### config.mk
export PLATFORM = sky130hd
export DESIGN_NAME = fir_sample_capture
export DESIGN_NICKNAME = d
export VERILOG_FILES = /design/src/rtl/fir_cap_pkg.sv /design/src/rtl/fir_cap_ram.sv /design/src/rtl/fir_sample_capture.sv
export SDC_FILE = /design/constraint.sdc
export NUM_CORES = 1
export LEC_CHECK = 0
export CORE_MARGIN = 5
export CORE_UTILIZATION = 61
export DETAILED_ROUTE_END_ITERATION = 10
export PLACE_DENSITY = 0.89
export SYNTH_ARGS = -nofsm -noshare
export SYNTH_HDL_FRONTEND = slang
export SYNTH_SLANG_ARGS = --single-unit
### constraint.sdc
create_clock -name clk -period 3.45 [get_ports clk]
set_clock_uncertainty 0.15 [all_clocks]
set_input_delay 0.8625 -clock clk [delete_from_list [all_inputs] [get_ports clk]]
set_output_delay 0.8625 -clock clk [all_outputs]
set_load 0.01 [all_outputs]
### src/rtl/fir_cap_pkg.sv
// Shared sizing and state encoding for the FIR sample capture block.
package fir_cap_pkg;

  localparam int N     = 16;
  localparam int DEPTH = 32;
  localparam int AW    = $clog2(DEPTH);

  typedef enum logic [1:0] {
    IDLE    = 2'd0,
    ARMED   = 2'd1,
    CAPTURE = 2'd2,
    DONE    = 2'd3
  } state_t;

endpackage

### src/rtl/fir_cap_ram.sv
// Capture buffer: simple dual-port RAM with one write port and a registered read port.
module fir_cap_ram #(
  parameter int N     = 16,
  parameter int DEPTH = 32,
  parameter int AW    = $clog2(DEPTH)
) (
  input  logic          clk,
  input  logic          reset,
  input  logic          we,
  input  logic [AW-1:0] wr_addr,
  input  logic [N-1:0]  wr_data,
  input  logic [AW-1:0] rd_addr,
  output logic [N-1:0]  rd_data
);

  logic [N-1:0] mem [DEPTH];

  always_ff @(posedge clk) begin
    if (we) mem[wr_addr] <= wr_data;
  end

  // Non-blocking read returns the pre-write word on a same-address collision.
  always_ff @(posedge clk) begin
    if (reset) rd_data <= '0;
    else       rd_data <= mem[rd_addr];
  end

endmodule

### src/rtl/fir_sample_capture.sv
// Triggered capture of filter output samples into a readback buffer with running signed peaks.
// state   | meaning
// IDLE    | waiting for arm, valid samples ignored
// ARMED   | waiting for trigger (first valid or rising zero crossing)
// CAPTURE | storing valid samples until the buffer is full
// DONE    | buffer full, contents and peaks held
module fir_sample_capture #(
  parameter  int N     = fir_cap_pkg::N,
  parameter  int DEPTH = fir_cap_pkg::DEPTH,
  localparam int AW    = $clog2(DEPTH)
) (
  input  logic          clk,
  input  logic          reset,
  input  logic [N-1:0]  data_in,
  input  logic          data_valid,
  input  logic          arm,
  input  logic          trig_mode,
  input  logic [AW-1:0] rd_addr,
  output logic [N-1:0]  rd_data,
  output logic          busy,
  output logic          done,
  output logic [AW:0]   sample_count,
  output logic [N-1:0]  peak_max,
  output logic [N-1:0]  peak_min
);

  import fir_cap_pkg::*;

  state_t        state;
  logic [AW-1:0] wr_ptr;
  logic          prev_sign;
  logic          trig;
  logic          we;

  assign trig = data_valid && (!trig_mode || (prev_sign && !data_in[N-1]));

  always_comb begin
    we = 1'b0;
    if (!reset && !arm) begin
      if (state == ARMED)        we = trig;
      else if (state == CAPTURE) we = data_valid;
    end
  end

  always_ff @(posedge clk) begin
    if (reset) begin
      state        <= IDLE;
      busy         <= 1'b0;
      done         <= 1'b0;
      sample_count <= '0;
      wr_ptr       <= '0;
      peak_max     <= '0;
      peak_min     <= '0;
      prev_sign    <= 1'b0;
    end else begin
      if (data_valid) prev_sign <= data_in[N-1];
      if (arm) begin
        state        <= ARMED;
        busy         <= 1'b1;
        done         <= 1'b0;
        sample_count <= '0;
        wr_ptr       <= '0;
        peak_max     <= '0;
        peak_min     <= '0;
      end else begin
        case (state)
          ARMED: begin
            if (trig) begin
              state        <= CAPTURE;
              sample_count <= (AW+1)'(1);
              wr_ptr       <= AW'(1);
              peak_max     <= data_in;
              peak_min     <= data_in;
            end
          end
          CAPTURE: begin
            if (data_valid) begin
              sample_count <= sample_count + 1'b1;
              if ($signed(data_in) > $signed(peak_max)) peak_max <= data_in;
              if ($signed(data_in) < $signed(peak_min)) peak_min <= data_in;
              // Pointer parks on the last address rather than wrapping.
              if (wr_ptr == AW'(DEPTH-1)) begin
                state <= DONE;
                busy  <= 1'b0;
                done  <= 1'b1;
              end else begin
                wr_ptr <= wr_ptr + 1'b1;
              end
            end
          end
          default: ;
        endcase
      end
    end
  end

  fir_cap_ram #(.N(N), .DEPTH(DEPTH), .AW(AW)) u_ram (
    .clk     (clk),
    .reset   (reset),
    .we      (we),
    .wr_addr (wr_ptr),
    .wr_data (data_in),
    .rd_addr (rd_addr),
    .rd_data (rd_data)
  );

endmodule

==> out/results.txt, run 1 <==
overall power = 0.0144 W
flop2flop setup slack = 800 ps
Min-Delay Path Class = flip-flop to flip-flop
CP Capture Type = flip-flop
Mapped Area = 22700 µm²
Worst Path Required = 3560 ps
Post-DRT Antenna Nets = 0
Yosys warnings = 0
most frequent cells in the layout = edfxtp_1 (512), mux4_2 (160), buf_4 (107)
setup repair after global routing missed its margin = no
outcome = finished clean
number of synthesized flops with an enable pin = 512
commonest non-fill, non-tap cell in the layout = edfxtp_1
global-route wire length before repair = 92.6 mm
crit share post-route = 91.2%
CTS tree = built
H-tree depth = 2
CP cell instances = clkdlybuf4s50_1, nand2b_1, a211o_1, and2_1, nor2_1, nand2_1, buf_4, nor2_1, buf_4
Die Span Y = 203 µm
Root Driver = clkbuf_16
PostCTS Resize Cnt = 0
Routed WL = 62.9 mm
FP Rows = 70
sequential element share of the synthesized area = 73.5%
Max clock buf depth = 3
Post-DP HPWL = 37.2 mm
fraction of layout cells with a size suffix above 1 = 27.7%
I/O pin total = 82
First-pass DRT Iterations = 5
antenna violations before repair = 3
Tot GR Track Use = 31.3%
Avg Inst Size Synth = 20.0 µm²
wire per inst = 33.8 µm
clk sinks = 576
Non-Filler Instances = 1859
Max VDD drop = 0.375 mV
ys async rst share = 0%
# Max-Cap Violations = 0
post-synthesis cell type count = 48
Area contributors post-synth = edfxtp_1 (68%), mux4_2 (16%), dfxtp_1 (5.7%)
post-CTS setup buffers = 0
core area = 36600 µm²
Syn Nets = 1194
CTS Buf Count = 54
Antenna Diode Count = 0
CP Class = primary input to flip-flop
total number of vias = 12.7k
drt drc = 0
setup ws final = 304 ps
Slew headroom = 60.3%
f_max = 318 MHz
die width = 203 µm
Slew Limit Fails = 0
crit start category = primary input
1st-iter DRT viols = 1786
aggregate global routing overflow = 0
dpl ws = -104 ps
Final Wtd Congestion = 0.842
Initial Util = 61.9%
final hold viol count = 0
CP peak stage delay = 480 ps
Tmin final = 3150 ps
critical path's slowest cell = clkdlybuf4s50_1
Reg clk slew, reported paths = 60 ps
Arr. time, crit path = 3250 ps
# port buffers = 81
drt via density = 6.83
CP max FO = 16
ys flop type = edfxtp_1
synthesized instance count = 1131
vias in the first global route = 13.0k
CTS Hold Bufs = 0
pin count of the biggest net entering global routing = 53
die area = 41100 µm²
Clock Latency Late Sink = 590 ps
DP Cell Count = 1757
Area growth, synth to finish = 18.3%
Pwr Density = 536 nW/µm²
area share of the largest cell type after synthesis = 67.8%
Leakage = 8.88 nW
cell taking the most area after synthesis = edfxtp_1
Total Nets Final = 1408
# setup viols final = 0
Synth Register Bits = 576
Placement Cell Area = 25100 µm²
slew at the pin with the worst max-slew slack = 595 ps
Layout Utilization = 73.2%
Finished Cell Area = 26800 µm²
## per-stage QoR
| stage | hold slack, ps | setup TNS, ps |
|---|---|---|
| 3_3_place_gp | 310 | -1070 |
| 3_5_place_dp | 319 | -11370 |
| 5_1_grt | 339 | 0 |
| 4_1_cts | 329 | 0 |
| 2_1_floorplan | 311 | 0 |
| 6_report | 327 | 0 |
## logic make-up (layout without fill, tap and decap cells)
kind of cell,Yosys count,in the layout,synth area share (%)
AOI/OAI and AO/OA,39,39,1.13
xor gates and xnor gates,6,6,0.232
adders and majority gates,37,37,2.04
buffers and inverters,85,345,1.58
DFF,576,576,73.5
muxes,211,211,18.2
and+or+nand+nor,177,177,3.35
## sequential cells by signal, indices dropped and copies added (netlist names)
name           cells
peak_min          16
state              2
busy               1
wr_ptr             5
u_ram.rd_data     16
prev_sign          1
sample_count       6
u_ram.mem        512
done               1
peak_max          16
## cell usage after synthesis, drive strengths merged, types with 3 or more instances
| master | instances |
|---|---|
| edfxtp | 512 |
| mux4 | 160 |
| nor2 | 73 |
| nand2 | 71 |
| dfxtp | 64 |
| mux2i | 50 |
| ha | 37 |
| inv | 35 |
| buf | 27 |
| clkbuf | 23 |
| a21oi | 15 |
| nand4 | 6 |
| xor2 | 5 |
| nand3 | 4 |
| nand3b | 4 |
| o21ai | 4 |
| a21o | 3 |
| and3 | 3 |
| nand2b | 3 |
| nor3 | 3 |
## worst max-delay path: cells and delay by family
family / cells / cell delay (ps)
AO/OA/AOI/OAI: 1 / 330
buffers and inverters: 3 / 1010
AND/OR/NAND/NOR: 5 / 1040
## final timing paths
check	startpoint	endpoint	cells after the start
setup / recovery	data_in[15]	u_ram.mem[1][3]	9
hold / removal	peak_max[8]	peak_max[8]	2
hold reg to reg	peak_max[8]	peak_max[8]	2
setup reg to reg	peak_max[1]	peak_max[1]	10
## area by class of cell
type	count	area [µm²]
clock buffers	63	1450
clock inverters	39	289
fillers	1922	9810
inverters	35	131
multi-input cells	470	5680
flip-flops and latches	576	16700
well taps	468	586
repair buffers	208	2020
## power breakdown
group          internal (W)  leakage, nW  switching (W)
registers           0.00760         5.12      0.0000134
logic              0.000372         2.92       0.000477
clock network       0.00330        0.845        0.00260
total                0.0113         8.88        0.00309
## per-layer routing
layer  GRT usage (%)  vias up  wire length [µm]
met1            42.7     6504             22100
met2            51.6     1046             31300
met5               0        -                52
met4            9.63        6              2380
li1                -     4998                 -
met3            7.06      152              6990
(Power assumes the default switching activity.)
==> run 2, diff against run 1 <==
--- a/config.mk
+++ b/config.mk
@@ -5,7 +5,6 @@
 export SDC_FILE = /design/constraint.sdc
 export NUM_CORES = 1
 export LEC_CHECK = 0
-export CORE_MARGIN = 5
 export CORE_UTILIZATION = 61
 export DETAILED_ROUTE_END_ITERATION = 10
 export PLACE_DENSITY = 0.89
==> run 2 against run 1 <==
Effect of this change: count of clock-buffer cells in the layout is 9 higher; non-clock buffer count is 8 lower; critical path type unchanged; hold slack better by 13 ps; first-iteration DRC count is 26% lower; largest power group unchanged; combinational power is 3.1% lower.
==> out/results.txt, run 2 (synthesis gave the netlist of run 1 again) <==
H-tree depth = 2 (unchanged)
post-CTS setup buffers = 0 (unchanged)
TNS Setup = 0 ps (unchanged)
1st-iter DRT viols = 1325 (-26%)
antenna violations before repair = 2 (-1)
crit-path leading delay family = simple AND/OR/NAND/NOR gates
die width = 195 µm (-3.9%)
FP Rows = 70 (unchanged)
PostCTS Resize Cnt = 0 (unchanged)
Reg clk slew, reported paths = 60 ps (about the same)
Total Nets Final = 1401 (-0.50%)
worst hold slack = 340 ps (+12.8 ps)
Leakage = 8.85 nW (-0.31%)
max reg flops = 512 (unchanged)
f_max = 314 MHz (-1.2%)
outcome = finished clean
Net Sw Power = 0.00296 W (-4.1%)
Tot GR Track Use = 30.0% (-1.3 points)
Pwr Density = 525 nW/µm² (-2.1%)
R2R cell count = 7 (-3)
Levels on crit path = 8 (-1)
setup repair after global routing missed its margin = no
Root Driver = clkbuf_16
CP Capture Type = flip-flop
drt drc = 0 (unchanged)
setup ws final = 266 ps (-38.0 ps)
Reg area = 16700 µm² (unchanged)
Min-Delay Path Class = flip-flop to flip-flop
CP max FO = 9 (-7)
area of the multi-input gates = 5690 µm² (+0.31%)
commonest non-fill, non-tap cell in the layout = edfxtp_1
Non-Filler Instances = 1851 (-0.43%)
CP peak stage delay = 480 ps (about the same)
# setup viols final = 0 (unchanged)
Worst Path Required = 3570 ps (about the same)
# Max-Cap Violations = 0 (unchanged)
Post-DRT Antenna Nets = 0 (unchanged)
Pint = 0.0111 W (-1.4%)
slew at the pin with the worst max-slew slack = 1020 ps (+421 ps)
Slew headroom = 32.1% (-28 points)
Comb pwr share = 5.8% (about the same)
CTS Buf Count = 55 (+1.9%)
sw frac = 21.0% (-0.47 points)
critical path's slowest cell = clkdlybuf4s50_1
CP Class = primary input to flip-flop
clk sinks = 576 (unchanged)
die area = 37900 µm² (-7.7%)
drt via density = 6.59 (-3.6%)
worst setup path startpoint = data_in[15]
Post-DP HPWL = 34.3 mm (-7.8%)
Largest Register = u_ram.mem
crit start category = primary input
core area = 36600 µm² (unchanged)
flop2flop setup slack = 680 ps (-120 ps)
dpl ws = -152 ps (-48.2 ps)
Clock Latency Late Sink = 570 ps (-20 ps)
Slew Limit Fails = 0 (unchanged)
most frequent cells in the layout = edfxtp_1 (512), mux4_2 (160), buf_4 (89)
Antenna Diode Count = 0 (unchanged)
cell mode on critical path = nor2_1
Initial Util = 61.9% (unchanged)
fillers = 1984 (+3.2%)
Max clock buf depth = 3 (unchanged)
CP endpoint = u_ram.mem[11][0]
global-route wire length before repair = 81.6 mm (-12%)
Tmin final = 3180 ps (+38.0 ps)
Reg-to-Reg Start = state[1]
RR Endpoint = u_ram.mem[11][0]
part of the power in registers = 54.1% (+1.1 points)
I/O pin total = 82 (unchanged)
Final Wtd Congestion = 0.869 (+3.2%)
vias in the first global route = 12.8k (-1.2%)
min-delay src = done
Die Span Y = 195 µm (-3.9%)
overall power = 0.0141 W (-2.0%)
Max VDD drop = 0.447 mV (+19%)
final hold viol count = 0 (unchanged)
total number of vias = 12.2k (-4.0%)
aggregate global routing overflow = 0 (unchanged)
fraction of layout cells with a size suffix above 1 = 27.5% (-0.20 points)
DP Cell Count = 1749 (-0.46%)
Arr. time, crit path = 3300 ps (+50 ps)
# port buffers = 81 (unchanged)
CP cell instances = clkdlybuf4s50_1, nand2b_1, a211o_1, and2_1, nor2_1, nand2_1, nor2_1, buf_4
WP buf/inv = 2 (-1)
First-pass DRT Iterations = 5 (unchanged)
Routed WL = 55.4 mm (-12%)
CTS tree = built
wire per inst = 29.9 µm (-12%)
clock group share of total power = 40.0% (-1.0 points)
crit share post-route = 92.3% (+1.1 points)
pin count of the biggest net entering global routing = 50 (-5.7%)
CTS Hold Bufs = 0 (unchanged)
Area growth, synth to finish = 18.4%
[run 2: worst min-delay path, delay by kind of cell, from the launching register on]
| kind | cells | cell delay (ps) |
|---|---|---|
| AO/OA/AOI/OAI | 1 | 50 |
| flip-flops | 1 | 330 |
| AND/OR/NAND/NOR | 1 | 70 |
[run 2: layout make-up]
| type | count | area share [%] |
|---|---|---|
| Sequential cell | 576 | 62.1 |
| Multi-Input combinational cell | 470 | 21.2 |
| Timing Repair Buffer | 200 | 7.76 |
| Clock buffer | 72 | 5.60 |
| Tap cell | 468 | 2.18 |
| Clock inverter | 30 | 0.685 |
| Inverter | 35 | 0.490 |
[run 2: power groups by stage]
stage	clock (W)	combinational [W]	sequential (W)
after floorplan	0	0.000400	0.00778
after global placement	0	0.000767	0.00777
after detailed placement	0	0.000806	0.00777
after CTS	0.00568	0.000823	0.00762
after global routing	0.00593	0.000865	0.00762
final	0.00564	0.000823	0.00762
[run 2: per-stage QoR]
step	utilization [%]	instance area (µm²)
2_1_floorplan	-	22700
3_3_place_gp	68.7	25100
3_5_place_dp	68.7	25100
4_1_cts	73.3	26800
5_1_grt	73.3	26800
6_report	73.3	26800
[run 2: worst min path at each step]
| stage | depth (start not counted) | slack, ps | endpoint |
|---|---|---|---|
| finish | 2 | 340 | done |
| global route | 2 | 350 | peak_min[1] |
| floorplan | 2 | 310 | prev_sign |
| detailed placement | 2 | 320 | peak_min[1] |
| CTS | 2 | 340 | peak_min[0] |
| global placement | 2 | 310 | done |
[run 2: layer usage]
metal	part of all wire (%)	vias to the layer above	GRT usage [%]	wire [µm]
met5	0.023	-	0	13
met4	3.9	2	11.2	2140
met3	8.1	159	4.56	4480
met2	52	755	52.0	28700
met1	36	6297	38.7	20000
li1	-	4986	-	-
==> run 3, diff against run 2 <==
--- a/config.mk
+++ b/config.mk
@@ -5,9 +5,10 @@
 export SDC_FILE = /design/constraint.sdc
 export NUM_CORES = 1
 export LEC_CHECK = 0
-export CORE_UTILIZATION = 61
+export CORE_UTILIZATION = 63
 export DETAILED_ROUTE_END_ITERATION = 10
-export PLACE_DENSITY = 0.89
+export DONT_BUFFER_PORTS = 1
+export PLACE_DENSITY = 0.88
 export SYNTH_ARGS = -nofsm -noshare
 export SYNTH_HDL_FRONTEND = slang
 export SYNTH_SLANG_ARGS = --single-unit
==> run 3 against run 2 <==
Effect of this change: via count decreased by 5.6%; register-to-register slack lost 50 ps; die area fell by 3.1%; critical path type is now flip-flop to flip-flop; cell count shrank 9.4%; non-clock buffer count down 164; largest cell class unchanged; critical path depth shrank 1; first-iteration DRC count is 3.6% higher; sequential share of layout area rose by 4.6 points; final area fell by 6.9%; hold slack got worse by 170 ps; combinational power decreased by 46%; highest routed layer is now met4.
==> out/results.txt, run 3 (synthesis gave the netlist of run 1 again) <==
Slew Limit Fails = 0 (unchanged)
PostCTS Resize Cnt = 0 (unchanged)
Routed WL = 52.5 mm (-5.3%)
Area growth, synth to finish = 10.3%
Initial Util = 63.9% (+2.0 points)
Max clock buf depth = 3 (unchanged)
Post-DRT Antenna Nets = 0 (unchanged)
Final Wtd Congestion = 0.861 (-0.91%)
f_max = 355 MHz (+13%)
Post-DP HPWL = 30.2 mm (-12%)
critical path's slowest cell = dfxtp_1
CTS Buf Count = 54 (-1.8%)
# Max-Cap Violations = 0 (unchanged)
Die Span Y = 192 µm (-1.6%)
Arr. time, crit path = 2930 ps (-370 ps)
post-CTS setup buffers = 0 (unchanged)
fraction of layout cells with a size suffix above 1 = 22.7% (-4.8 points)
Total Nets Final = 1236 (-12%)
Reg clk slew, reported paths = 60 ps (about the same)
drt drc = 0 (unchanged)
# setup viols final = 0 (unchanged)
drt via density = 6.87 (+4.2%)
setup repair after global routing missed its margin = no
core area = 35500 µm² (-3.1%)
total number of vias = 11.5k (-5.6%)
Max VDD drop = 0.466 mV (+4.4%)
aggregate global routing overflow = 0 (unchanged)
met3 Use GR = 8.44% (+3.9 points)
CP Capture Type = flip-flop
CP cell instances = and2b_1, nand2_1, and2_1, nor2_1, nand2_1, nor2_1, buf_4
CP peak stage delay = 400 ps (-80 ps)
global-route wire length before repair = 75.7 mm (-7.3%)
vias in the first global route = 11.4k (-11%)
max reg flops = 512 (unchanged)
crit share post-route = 81.7% (-11 points)
Pwr Density = 554 nW/µm² (+5.6%)
Leakage = 8.04 nW (-9.2%)
FP Rows = 69 (-1.4%)
CTS tree = built
met1 Use GR = 41.1% (+2.4 points)
Slew headroom = 47.6% (+16 points)
CP max FO = 16 (+7)
most used routing layer = met2
Root Driver = clkbuf_16
I/O pin total = 82 (unchanged)
slew at the pin with the worst max-slew slack = 784 ps (-233 ps)
Clock Latency Late Sink = 610 ps (+40 ps)
crit start category = flip-flop
Min-Delay Path Class = primary input to flip-flop
most frequent cells in the layout = edfxtp_1 (512), mux4_2 (160), nor2_1 (72)
worst hold slack = 174 ps (-166 ps)
Tmin final = 2820 ps (-365 ps)
final hold viol count = 0 (unchanged)
die area = 36700 µm² (-3.1%)
CTS Hold Bufs = 0 (unchanged)
antenna violations before repair = 1 (-1)
commonest non-fill, non-tap cell in the layout = edfxtp_1
H-tree depth = 2 (unchanged)
die width = 192 µm (-1.6%)
Worst Path Required = 3570 ps (about the same)
Tot GR Track Use = 29.7% (-0.29 points)
met2 global-route usage = 45.9% (-6.0 points)
pin count of the biggest net entering global routing = 129 (+160%)
outcome = finished clean
1st-iter DRT viols = 1373 (+3.6%)
wire per inst = 31.3 µm (+4.5%)
TNS Setup = 0 ps (unchanged)
CP Class = flip-flop to flip-flop
First-pass DRT Iterations = 6 (+1)
clk sinks = 576 (unchanged)
Largest Register = u_ram.mem
# port buffers = 0 (-100%)
[run 3: cell count changes in the layout (fill, tap and decap cells not counted)]
cell / before / now
buf_2: 2 / 0
clkinv_4: 1 / 0
clkinv_2: 8 / 6
nor2_2: 15 / 0
clkinvlp_4: 2 / 4
buf_12: 31 / 0
nor2_1: 57 / 72
buf_4: 89 / 36
clkdlybuf4s50_1: 77 / 0
bufinv_16: 1 / 5
clkbuf_16: 56 / 54
clkbuf_8: 5 / 1
diode_2: 0 / 1
clkinv_1: 15 / 13
[run 3: path summary, 6_finish.rpt]
path             start                to  slack [ps]  depth (start not counted)
max reg2reg   state[1]  u_ram.mem[21][7]         630                          7
min              reset         prev_sign         170                          1
max           state[1]  u_ram.mem[21][7]         630                          7
min reg2reg  prev_sign         prev_sign         370                          2
[run 3: power breakdown]
part | total [W] | leakage (nW) | internal (W) | switching (W)
registers | 0.00763 | 5.12 | 0.00761 | 0.0000259
clock network | 0.00577 | 0.818 | 0.00327 | 0.00250
logic | 0.000441 | 2.10 | 0.000250 | 0.000191
total | 0.0138 | 8.04 | 0.0111 | 0.00272
[run 3: layer usage]
layer / vias up / share of wire [%]
met5: - / 0
met2: 872 / 48
li1: 4642 / -
met1: 5914 / 37
met3: 89 / 12
met4: 0 / 3.2
[run 3: critical path, delay by kind of cell (launching register included)]
family                 cells  cell delay [ps]
buffers and inverters      1              320
flip-flops                 1              400
AND/OR/NAND/NOR            6             1600
[run 3: stage by stage]
step | total power (W) | worst slack (ps) | instances | area [µm²] | util, %
finish | 0.0138 | 631 | 1677 | 25000 | 70.4
global route | 0.0142 | 518 | 1676 | 25000 | 70.4
CTS | 0.0139 | 693 | 1676 | 25000 | 70.4
detailed placement | 0.00821 | 342 | 1578 | 23300 | 65.6
global placement | 0.00820 | 469 | 1578 | 23300 | 65.6
floorplan | 0.00818 | 249 | 1131 | 22700 | -
[run 3: layout make-up]
cell class	count	area, µm²
diodes	1	2.50
clock buffers	67	1410
clock inverters	31	293
fillers	1950	10500
inverters	35	131
multi-input cells	470	5660
flip-flops and latches	576	16700
well taps	461	577
repair buffers	36	270
